**config.mk**
```make
export PLATFORM = sky130hd
export DESIGN_NAME = free_list
export DESIGN_NICKNAME = d
export VERILOG_FILES = /design/src/rtl/free_list_pkg.sv /design/src/rtl/free_list.sv
export SDC_FILE = /design/constraint.sdc
export NUM_CORES = 1
export LEC_CHECK = 0
export BUFFER_PORTS_ARGS = -buffer_cell sky130_fd_sc_hd__buf_2
export CAP_MARGIN = 30
export CORE_ASPECT_RATIO = 1.1
export CORE_MARGIN = 2
export CORE_UTILIZATION = 39
export CTS_BUF_LIST = sky130_fd_sc_hd__clkbuf_8
export DETAILED_ROUTE_END_ITERATION = 8
export GPL_ROUTABILITY_DRIVEN = 0
export GPL_TIMING_DRIVEN = 0
export PLACE_DENSITY_LB_ADDON = 0.05
export SYNTH_ARGS = -nofsm -noshare
export SYNTH_HDL_FRONTEND = slang
export SYNTH_SLANG_ARGS = --single-unit
```
**constraint.sdc**
```tcl
create_clock -name clk -period 4.3 [get_ports clk]
set_clock_uncertainty 0.2 [all_clocks]
set_input_delay 0.86 -clock clk [delete_from_list [all_inputs] [get_ports clk]]
set_output_delay 0.86 -clock clk [all_outputs]
set_load 0.05 [all_outputs]
```
**src/rtl/free_list_pkg.sv**
```systemverilog
// Shared rename-path constants and the physical tag type used by the free list, ROB and map tables.
// No logic; compile-time definitions only.
// Imported by every rename-path block that handles physical tags or free-list pointers.
package free_list_pkg;

  localparam int FL_DEPTH  = 32;
  localparam int PRF_TAG_W = 6;
  localparam int ARCH_REGS = 32;
  localparam int FL_PTR_W  = $clog2(FL_DEPTH) + 1;

  typedef logic [PRF_TAG_W-1:0] prf_tag_t;
  typedef logic [FL_PTR_W-1:0]  fl_ptr_t;

endpackage

```
**src/rtl/free_list.sv**
```systemverilog
// Circular FIFO of free physical register tags: dispatch pops, retire pushes, mispredict restores head.
// Latency: head tag is combinational (zero latency); pops/pushes take effect at the next rising edge.
// Backpressure: alloc is granted only while non-empty and not recovering; a free while full is dropped and flagged.
module free_list #(
  parameter int FL_DEPTH  = free_list_pkg::FL_DEPTH,
  parameter int TAG_W     = free_list_pkg::PRF_TAG_W,
  parameter int ARCH_REGS = free_list_pkg::ARCH_REGS,
  parameter int PTR_W     = free_list_pkg::FL_PTR_W
) (
  input  logic             clk,
  input  logic             rst,
  input  logic             fl_alloc_req_i,
  output logic [TAG_W-1:0] fl_tag_o,
  output logic             fl_tag_vld_o,
  input  logic             fl_free_vld_i,
  input  logic [TAG_W-1:0] fl_free_tag_i,
  input  logic             fl_recover_i,
  input  logic [PTR_W-1:0] fl_recover_head_i,
  output logic [PTR_W-1:0] fl_head_o,
  output logic [PTR_W-1:0] fl_cnt_o,
  output logic             fl_empty_o,
  output logic             fl_full_o,
  output logic             fl_ovf_err_o
);
  import free_list_pkg::*;

  // Low bits index the storage; the MSB is a wrap bit that separates full from empty.
  localparam int IDX_W = PTR_W - 1;

  logic [TAG_W-1:0] entry_q [FL_DEPTH];
  logic [PTR_W-1:0] head_q;
  logic [PTR_W-1:0] tail_q;
  logic             ovf_q;

  logic [IDX_W-1:0] head_idx;
  logic [IDX_W-1:0] tail_idx;
  logic             empty;
  logic             full;
  logic             alloc_gnt;
  logic             free_ok;

  assign head_idx = head_q[IDX_W-1:0];
  assign tail_idx = tail_q[IDX_W-1:0];

  // Pointers equal means nothing between them; same index with opposite wrap bits means a full lap.
  assign empty = (head_q == tail_q);
  assign full  = (head_idx == tail_idx) && (head_q[PTR_W-1] != tail_q[PTR_W-1]);

  // Recovery overrides dispatch: the head is being rewound, so nothing is handed out that cycle.
  assign alloc_gnt = fl_alloc_req_i && !empty && !fl_recover_i;
  assign free_ok   = fl_free_vld_i && !full;

  assign fl_tag_o     = empty ? '0 : entry_q[head_idx];
  assign fl_tag_vld_o = !empty;
  assign fl_head_o    = head_q;
  assign fl_cnt_o     = tail_q - head_q;
  assign fl_empty_o   = empty;
  assign fl_full_o    = full;
  assign fl_ovf_err_o = ovf_q;

  // Storage: reset loads the tags not mapped architecturally; retire writes the returned tag at tail.
  always_ff @(posedge clk or negedge rst) begin
    if (!rst) begin
      for (int i = 0; i < FL_DEPTH; i++) begin
        entry_q[i] <= TAG_W'(ARCH_REGS + i);
      end
    end else if (free_ok) begin
      entry_q[tail_idx] <= fl_free_tag_i;
    end
  end

  // Head: advances on a granted alloc, or jumps to the checkpoint on recovery.
  always_ff @(posedge clk or negedge rst) begin
    if (!rst) begin
      head_q <= '0;
    end else if (fl_recover_i) begin
      head_q <= fl_recover_head_i;
    end else if (alloc_gnt) begin
      head_q <= head_q + 1'b1;
    end
  end

  // Tail: advances on an accepted free; a recovery cycle still retires because the retiring op is older.
  always_ff @(posedge clk or negedge rst) begin
    if (!rst) begin
      tail_q <= PTR_W'(FL_DEPTH);
    end else if (free_ok) begin
      tail_q <= tail_q + 1'b1;
    end
  end

  // Overflow flag: sticky record of a free that found no room, cleared only by reset.
  always_ff @(posedge clk or negedge rst) begin
    if (!rst) begin
      ovf_q <= 1'b0;
    end else if (fl_free_vld_i && full) begin
      ovf_q <= 1'b1;
    end
  end

endmodule

```
==> After elaboration in Yosys (flattened, before gate mapping) <==
Index checks and enable logic that the tools add are counted.
{ "op_classes": {"n_bitwise": 2, "n_mux": 9, "add_sub_neg": 3, "eq_ne": 3, "order_cmp": 3, "n_reduce_logical": 10} }
{ "ops": {"columns": ["operator", "count"], "rows": [
  ["192-bit bitwise mux", 1],
  ["6-bit two-way mux", 6],
  ["6-bit binary-select mux with 5-bit select", 1],
  ["6-bit demux with 5-bit select", 1],
  ["6-bit by 1-bit adder with 6-bit output (second input constant)", 2],
  ["6-bit >= comparator (second input constant)", 2],
  ["5-bit NOT with 6-bit output", 2],
  ["6-bit == test", 1],
  ["1-bit logical AND", 6],
  ["6-bit by 1-bit less-than comparator with 1-bit output (second input constant)", 1],
  ["6-bit subtractor", 1],
  ["5-bit == test", 1],
  ["1-bit zero test", 3],
  ["2-bit nonzero test", 1],
  ["1-bit inequality test", 1]
]} }
{ "totals": {"register_bits": 205} }

==> Depth between registers and ports, before layout <==
Gate-level depths: netlist of the first run.
{ "logic_depth": {"ltp_word": 6, "ltp_mapped": 10} }

==> Least setup slack after synthesis of the first run <==
OpenSTA, ideal clock, no wires.
{ "synth_timing": {"path_kind": "reg2out", "start": "register head_q[2], in the netlist fl_head_o[2]", "end": "output fl_tag_o[4]", "n_path_buf": 2, "slack_ns": -0.608, "path_stages_with_launch": 11, "t_arrival_ns": 3.848, "path_cell_list": "dfrtp_1 -> buf_2 -> inv_1 -> buf_1 -> ha_1 -> and4_1 -> nand3_1 -> inv_1 -> nor2_1 -> a221oi_1 -> nor2_1"} }
{ "synth_via": {"elab_cells_between_ends": 6, "classes_between": "eq/ne: 1; mux: 4; bitwise: 1"} }
{ "synth_rtl": {"columns": ["item", "line_no", "text"], "rows": [
  ["from (decl)", "free_list.sv:31", "logic [PTR_W-1:0] head_q;"],
  ["from (signal assigned)", "free_list.sv:77", "head_q <= fl_recover_head_i;"],
  ["from (signal assigned)", "free_list.sv:79", "head_q <= head_q + 1'b1;"],
  ["6-bit == test", "free_list.sv:46", "assign empty = (head_q == tail_q);"],
  ["named net fl_empty_o", "free_list.sv:21", "output logic fl_empty_o,"],
  ["6-bit two-way mux", "free_list.sv:53", "assign fl_tag_o = empty ? '0 : entry_q[head_idx];"],
  ["to (decl)", "free_list.sv:13", "output logic [TAG_W-1:0] fl_tag_o,"]
]} }
The timed path passes the listed nets, and every way through them passes these cells. The select of a mux whose other input is x is not followed.

==> Worst setup path in the final report of the first run <==
{ "layout_timing": {"start": "register head_q[1], in the netlist fl_head_o[1]", "end": "output fl_tag_o[5]"} }
{ "layout_via": {"elab_chain_cells": 5, "elab_cells_between_ends": 6, "classes_between": "eq/ne: 1; mux: 4; bitwise: 1"} }
{ "layout_lines": {"columns": ["item", "line_no"], "rows": [
  ["5-bit NOT with 6-bit output (not written as such)", "free_list.sv:53"],
  ["6-bit binary-select mux with 5-bit select", "free_list.sv:53"],
  ["6-bit two-way mux (not written as such) (2 in a row)", "free_list.sv:53"],
  ["6-bit two-way mux *", "free_list.sv:53"]
]} }
Every way passes the cells marked *; elsewhere a longest branch is shown, timed or not. The select of a mux whose other input is x is not followed.

==> summary.md, run 1 <==
| Metric | Value |
|---|---|
| Largest cells by area after synthesis | dfstp_2 (30%), dfrtp_1 (23%), mux2_2 (22%), mux4_2 (8.1%), nand2_1 (2.4%) |
| Switching pwr | 2.795 mW |
| Layout Utilization | 46.49% |
| Htree depth | 2 |
| Synth warnings | 0 |
| Post-synthesis cell type count | 44 |
| Post-DP HPWL | 18570 microns |
| Root Buffer Master | clkbuf_8 |
| Outcome | complete, no violations |
| Yosys top cell area share | 29.73% |
| Average routed wire per standard cell | 22.78 microns |
| Die ar. | 26900 sq um |
| Gr ovfl total | 0 |
| Cell type with the largest total area after synthesis | dfstp_2 |
| Power Density | 709.4 nW/um^2 |
| CTS max path bufs | 3 |
| Comb power frac | 35.2% |
| Reg clk slew, reported paths | 0.06 ns |
| TritonCTS clock tree | built |
| ANT nets after route | 0 |
| Crit Path Max Fanout | 10 |
| Core ar. | 25260 sq um |
| Layout area overhead | 17.60% |
| Rows | 61 |
| Crit-path slowest cell | clkbuf_1 |
| Fin nets | 835 |
| Switch share | 33.55% |
| Multi-input combinational cell area | 4674 sq um |
| Largest net degree at the start of global routing | 107 |
| Placed cells | 1109 |
| CP Class | flip-flop to output pin |
| Routed via count | 6235 |
| Sequential-to-total area share from yosys stat | 52.79% |
| Internal | 5.536 mW |
| CP endpoint kind | output pin |
| Fraction of layout cells with a size suffix above 1 | 61.29% |
| Port Buf Inserts | 37 |
| Die X | 156.6 microns |
| Sum of buffers and inverters on the critical path | 3 |
| Crit path cell chain | buf_4, clkbuf_1, mux4_2, nand2_1, nand2_1, a21oi_1, nor2_4, buf_4 |
| FF+latch count, synth | 205 |
| Least-Margin Pin Slew | 0.8325 ns |
| Post-detailed-route via-to-cell ratio | 5.270 |
| Die height | 171.8 microns |
| Clock sink total | 205 |
| Initial DRC count | 360 |
| Clk pwr share | 23.5% |
| Initial core utilization | 39.53% |
| # diodes | 0 |
| R2R cell count | 9 |
| Startpoint Class | flip-flop |
| RSZ-0062 raised after global routing | no |
| Asr flop ratio synth | 100.0% |
| Fmax | 239.7 MHz |
| First-pass GRT wire length | 41680 microns |
| Finished Layout Cells | 1183 |
| Antenna violations before repair | 0 |
| Maximum VDD drop | 0.3589 mV |
| Syn avg cell area | 13.77 sq um |
| Total GRT Usage | 21.02% |
| Worst-Skew Late Latency | 0.53 ns |
| Share of power burned in registers | 41.3% |
| Synth Instances | 725 |
| Slew Limit Fails | 0 |
| Io pins | 39 |
| CP Depth | 8 |
| Synth Cell Area | 9986 sq um |
| Hold Buf Count CTS | 0 |
| Period utilization | 97.00% |
| Reg area | 5278 sq um |
| 1st-pass router iterations | 4 |
| Number of global-route vias before repair | 6799 |
| Leakage power figure | 4.932 nW |
| Filler cell count | 2316 |
| Post-synth EDFFs | 0 |
| Tmin final | 4.171 ns |
| Worst hold slack | 0.1990 ns |
| Min-delay worst type | primary input to async pin |
| Final hold vios | 0 |
| CP top delay family | buffers and inverters |
| Most common flop cell mapped by yosys | dfstp_2 |
| Crit path required time | 3.24 ns |
| DR DRC count | 0 |
| Total power | 8.331 mW |
| Syn_nets | 753 |
| CTS Buf Count | 39 |
| CP max stage delay | 0.63 ns |
| DRT Wirelength | 26950 microns |
| Crit path DAT | 3.11 ns |
| Max cap viols | 0 |
| Slew margin rel. | 44.50% |
| Number of setup violations in the final report | 0 |
state kept, by name, indices dropped and copies added, names as in the netlist:
name          cells
entry_q         192
fl_head_o         6
tail_q            6
fl_ovf_err_o      1
area by class of cell:
type / count / share of cell area [%]
sequential: 205 / 44.94
multi-input combinational: 467 / 39.80
clock buffer: 52 / 6.094
tap: 346 / 3.686
timing repair buffer: 42 / 2.408
buffer: 40 / 1.758
clock inverter: 19 / 0.8630
inverter: 12 / 0.4475
cells in the final DEF (no fill, tap or decap), types with 9 or more instances in the layout:
cell      instances
clkbuf_1         15
dfstp_2         113
buf_2            38
mux2_2          196
nor2_1           18
xnor2_1           9
inv_1            24
mux2_1           11
dfrtp_1          89
mux4_2           36
nor2b_1          13
nor2_2           17
a211oi_1         12
clkbuf_8         53
buf_4            11
nand2_1          65
timing repair:
action                                  CTS  global route
pin swaps                                 1             1
endpoints found under the setup margin   55             7
setup buffers                             2             2
resized for setup                        31            12
endpoints found under the hold margin     0             0
power by group through the flow:
stage	sequential [mW]	combinational (mW)	clock, mW
3_3_place_gp	3.40	2.74	0
3_5_place_dp	3.46	2.81	0
6_report	3.44	2.93	1.95
5_1_grt	3.55	3.16	2.11
2_1_floorplan	3.35	2.13	0
4_1_cts	3.44	2.90	2.02
kinds of logic after synthesis:
| family | count (synthesis) | synth area share, % |
|---|---|---|
| multiplexers | 244 | 31.56 |
| flip-flops | 205 | 52.79 |
| AND/OR/NAND/NOR | 149 | 7.280 |
| buffers and inverters | 53 | 2.280 |
| AO/OA/AOI/OAI | 50 | 3.421 |
| XOR/XNOR | 13 | 1.216 |
| adder cells (fa/ha/maj) | 11 | 1.453 |
worst paths after layout:
| kind | startpoint | end | slack, ns |
|---|---|---|---|
| max in group asynchronous | rst | entry_q[158] | 2.67 |
| max reg2reg | fl_head_o[2] | entry_q[150] | 0.92 |
| max | fl_head_o[1] | fl_tag_o[5] | 0.13 |
| min reg2reg | fl_ovf_err_o | fl_ovf_err_o | 0.25 |
| min | rst | entry_q[78] | 0.20 |
| min in group clk | fl_ovf_err_o | fl_ovf_err_o | 0.25 |
Yosys cell counts, types with 10 or more instances:
master    count
mux2_1       11
clkbuf_1     18
nor2_2       17
nand2_1      65
buf_2        11
mux2_2      196
nor2_1       26
a211oi_1     12
nor2b_1      13
mux4_2       36
dfstp_2     113
dfrtp_1      92
ha_1         10
inv_1        12
stage by stage:
step                TNS [ns]  cell area [sq um]  setup WS [ns]
floorplan                  0              10040         0.1042
global placement     -100.00              10660         -1.385
detailed placement    -4.365              10700        -0.5811
CTS                        0              11660        0.01025
global route               0              11740       0.003822
finish                     0              11740         0.1289
routing by layer:
layer / track usage, % / routed length [microns] / part of all wire [%]
met1: 28.82 / 11900 / 44
met2: 33.35 / 12540 / 47
met3: 4.308 / 1824 / 6.8
met4: 7.180 / 687 / 2.5
met5: 0 / 0 / 0
worst reg2reg max path: cells and delay by family, from the launching register on:
family        cells  cell delay (ns)
fa+ha+maj         1             0.24
buf+inv           3             0.53
flops             1             0.44
mux               1             0.41
simple gates      4             1.43
Note: power is estimated with default switching activity, not from simulation.
==> inputs of run 2 (changes only) <==
--- a/config.mk
+++ b/config.mk
@@ -14,7 +14,7 @@
 export DETAILED_ROUTE_END_ITERATION = 8
 export GPL_ROUTABILITY_DRIVEN = 0
 export GPL_TIMING_DRIVEN = 0
-export PLACE_DENSITY_LB_ADDON = 0.05
+export PLACE_DENSITY = 0.63
 export SYNTH_ARGS = -nofsm -noshare
 export SYNTH_HDL_FRONTEND = slang
 export SYNTH_SLANG_ARGS = --single-unit
==> constraint.sdc (replaced) <==
create_clock -name clk -period 4.3 [get_ports clk]
set_clock_uncertainty 0.2 [all_clocks]
set_input_delay 0.86 -clock clk [delete_from_list [all_inputs] [get_ports clk]]
set_output_delay 0.86 -clock clk [all_outputs]
set_load 0.1 [all_outputs]
==> run 2 against run 1 <==
Cell area decreased by 1.3%; sequential power about the same; clock-buffer cell count decreased by 9; worst hold slack got worse by 0.13 ns.
==> summary.md, run 2 (synthesis results as in run 1) <==
| Metric | Value |
|---|---|
| Outcome | complete, no violations |
| Reg clk slew, reported paths | 0.06 ns |
| Worst hold slack | 0.06537 ns |
| Routed via count | 6054 |
| Crit path cell chain | inv_2, clkbuf_4, ha_4, and4_4, nand3_4, clkinvlp_4, nor2_4, a221oi_2, nor2_4, buf_2 |
| DR DRC count | 0 |
| Share of power burned in registers | 41.1% |
| Fraction of layout cells with a size suffix above 1 | 60.99% |
| Power Density | 719.9 nW/um^2 |
| Initial core utilization | 39.53% |
| Initial DRC count | 300 |
| Switching pwr | 3.047 mW |
| Gr ovfl total | 0 |
| Post-DP HPWL | 16840 microns |
| Leakage power figure | 4.867 nW |
| First-pass GRT wire length | 37460 microns |
| Layout area overhead | 16.13% |
| Antenna violations before repair | 0 |
| Die height | 171.8 microns |
| CTS Buf Count | 36 |
| Max reg flops | 192 |
| Clock sink total | 205 |
| 1st-pass router iterations | 4 |
| ANT nets after route | 0 |
| Worst-Skew Late Latency | 0.51 ns |
| Io pins | 39 |
| Fmax | 239.7 MHz |
| Layout Utilization | 45.90% |
| Htree depth | 2 |
| Port Buf Inserts | 37 |
| Top reg by flops | entry_q |
| Max cap viols | 0 |
| Tmin final | 4.172 ns |
| Post-detailed-route via-to-cell ratio | 5.152 |
| Startpoint Class | flip-flop |
| Total GRT Usage | 18.60% |
| Rows | 61 |
| Most frequent cells in the layout | mux2_2 (196), dfstp_2 (113), dfrtp_1 (87) |
| Root Buffer Master | clkbuf_8 |
| Core ar. | 25260 sq um |
| Setup bufs post-CTS | 0 |
| Internal | 5.301 mW |
| Comb power frac | 38.7% |
| CP max stage delay | 0.51 ns |
| CTS max path bufs | 3 |
| Die ar. | 26900 sq um |
| CP Class | flip-flop to output pin |
| Crit Path Max Fanout | 10 |
| DRT Wirelength | 24300 microns |
| Crit-path slowest cell | dfrtp_4 |
| Fin nets | 830 |
| Clk pwr share | 20.2% |
| Crit path DAT | 3.11 ns |
| Period utilization | 97.02% |
| Total power | 8.348 mW |
| CP dominant cell by count | nor2_4 |
| Crit path required time | 3.24 ns |
| TritonCTS clock tree | built |
| Largest net degree at the start of global routing | 79 |
| Slew Limit Fails | 0 |
| Switch share | 36.50% |
| Maximum VDD drop | 0.5479 mV |
| Post-CTS sizing | 3 |
| Die X | 156.6 microns |
| Least-Margin Pin Slew | 0.8314 ns |
| Average routed wire per standard cell | 20.68 microns |
| RSZ-0062 raised after global routing | no |
| Hold Buf Count CTS | 0 |
| Most common cell after layout, fill and taps aside | mux2_2 |
| Final hold vios | 0 |
| Pre-CTS setup slack | 0.2372 ns |
| Fin worst setup slack | 0.1282 ns |
| Number of setup violations in the final report | 0 |
| Slew margin rel. | 44.58% |
| CP endpoint kind | output pin |
| Min-delay worst type | primary input to async pin |
| Number of global-route vias before repair | 6340 |
## run 2: per-stage QoR
step / setup TNS (ns) / instances / cell area, sq um
after floorplan: 0 / 725 / 10200
after global placement: -135.24 / 1108 / 10810
after detailed placement: 0 / 1110 / 10880
after CTS: 0 / 1174 / 11560
after global routing: 0 / 1174 / 11590
final: 0 / 1175 / 11600
## run 2: final timing paths
path	start	end	slack [ns]	cells past startpoint
max reg2reg	fl_head_o[3]	entry_q[150]	1.04	8
max in group asynchronous	rst	entry_q[119]	3.06	2
min reg2reg	fl_ovf_err_o	fl_ovf_err_o	0.25	1
min	rst	entry_q[30]	0.07	1
max	fl_head_o[3]	fl_tag_o[5]	0.13	10
min in group clk	fl_ovf_err_o	fl_ovf_err_o	0.25	1
## run 2: layout make-up
type	instances	area, sq um
fill	2243	13670
sequential	205	5288
multi-input combinational	467	4652
clock buffer	43	591.8
tap	346	432.9
timing repair buffer	39	267.8
buffer	41	225.2
clock inverter	21	82.58
inverter	12	53.80
antenna	1	2.502
## run 2: power groups by stage
stage / Sequential, mW / Combinational (mW) / Clock [mW]
2_1_floorplan: 3.41 / 2.54 / 0
4_1_cts: 3.43 / 3.22 / 1.74
6_report: 3.43 / 3.23 / 1.68
3_5_place_dp: 3.46 / 3.20 / 0
5_1_grt: 3.53 / 3.44 / 1.84
3_3_place_gp: 3.43 / 3.15 / 0
## run 2: per-layer routing
metal	GRT usage, %	wire (microns)
met4	5.385	459
met1	24.93	11030
met3	3.149	878
met5	0	0
met2	31.14	11920
## run 2: worst max-delay path: cells and delay by family, from the launching register on
kind	cells	cell delay [ns]
buf+inv	4	0.97
fa+ha+maj	1	0.24
flops	1	0.51
simple gates	4	0.73
compound gates	1	0.15
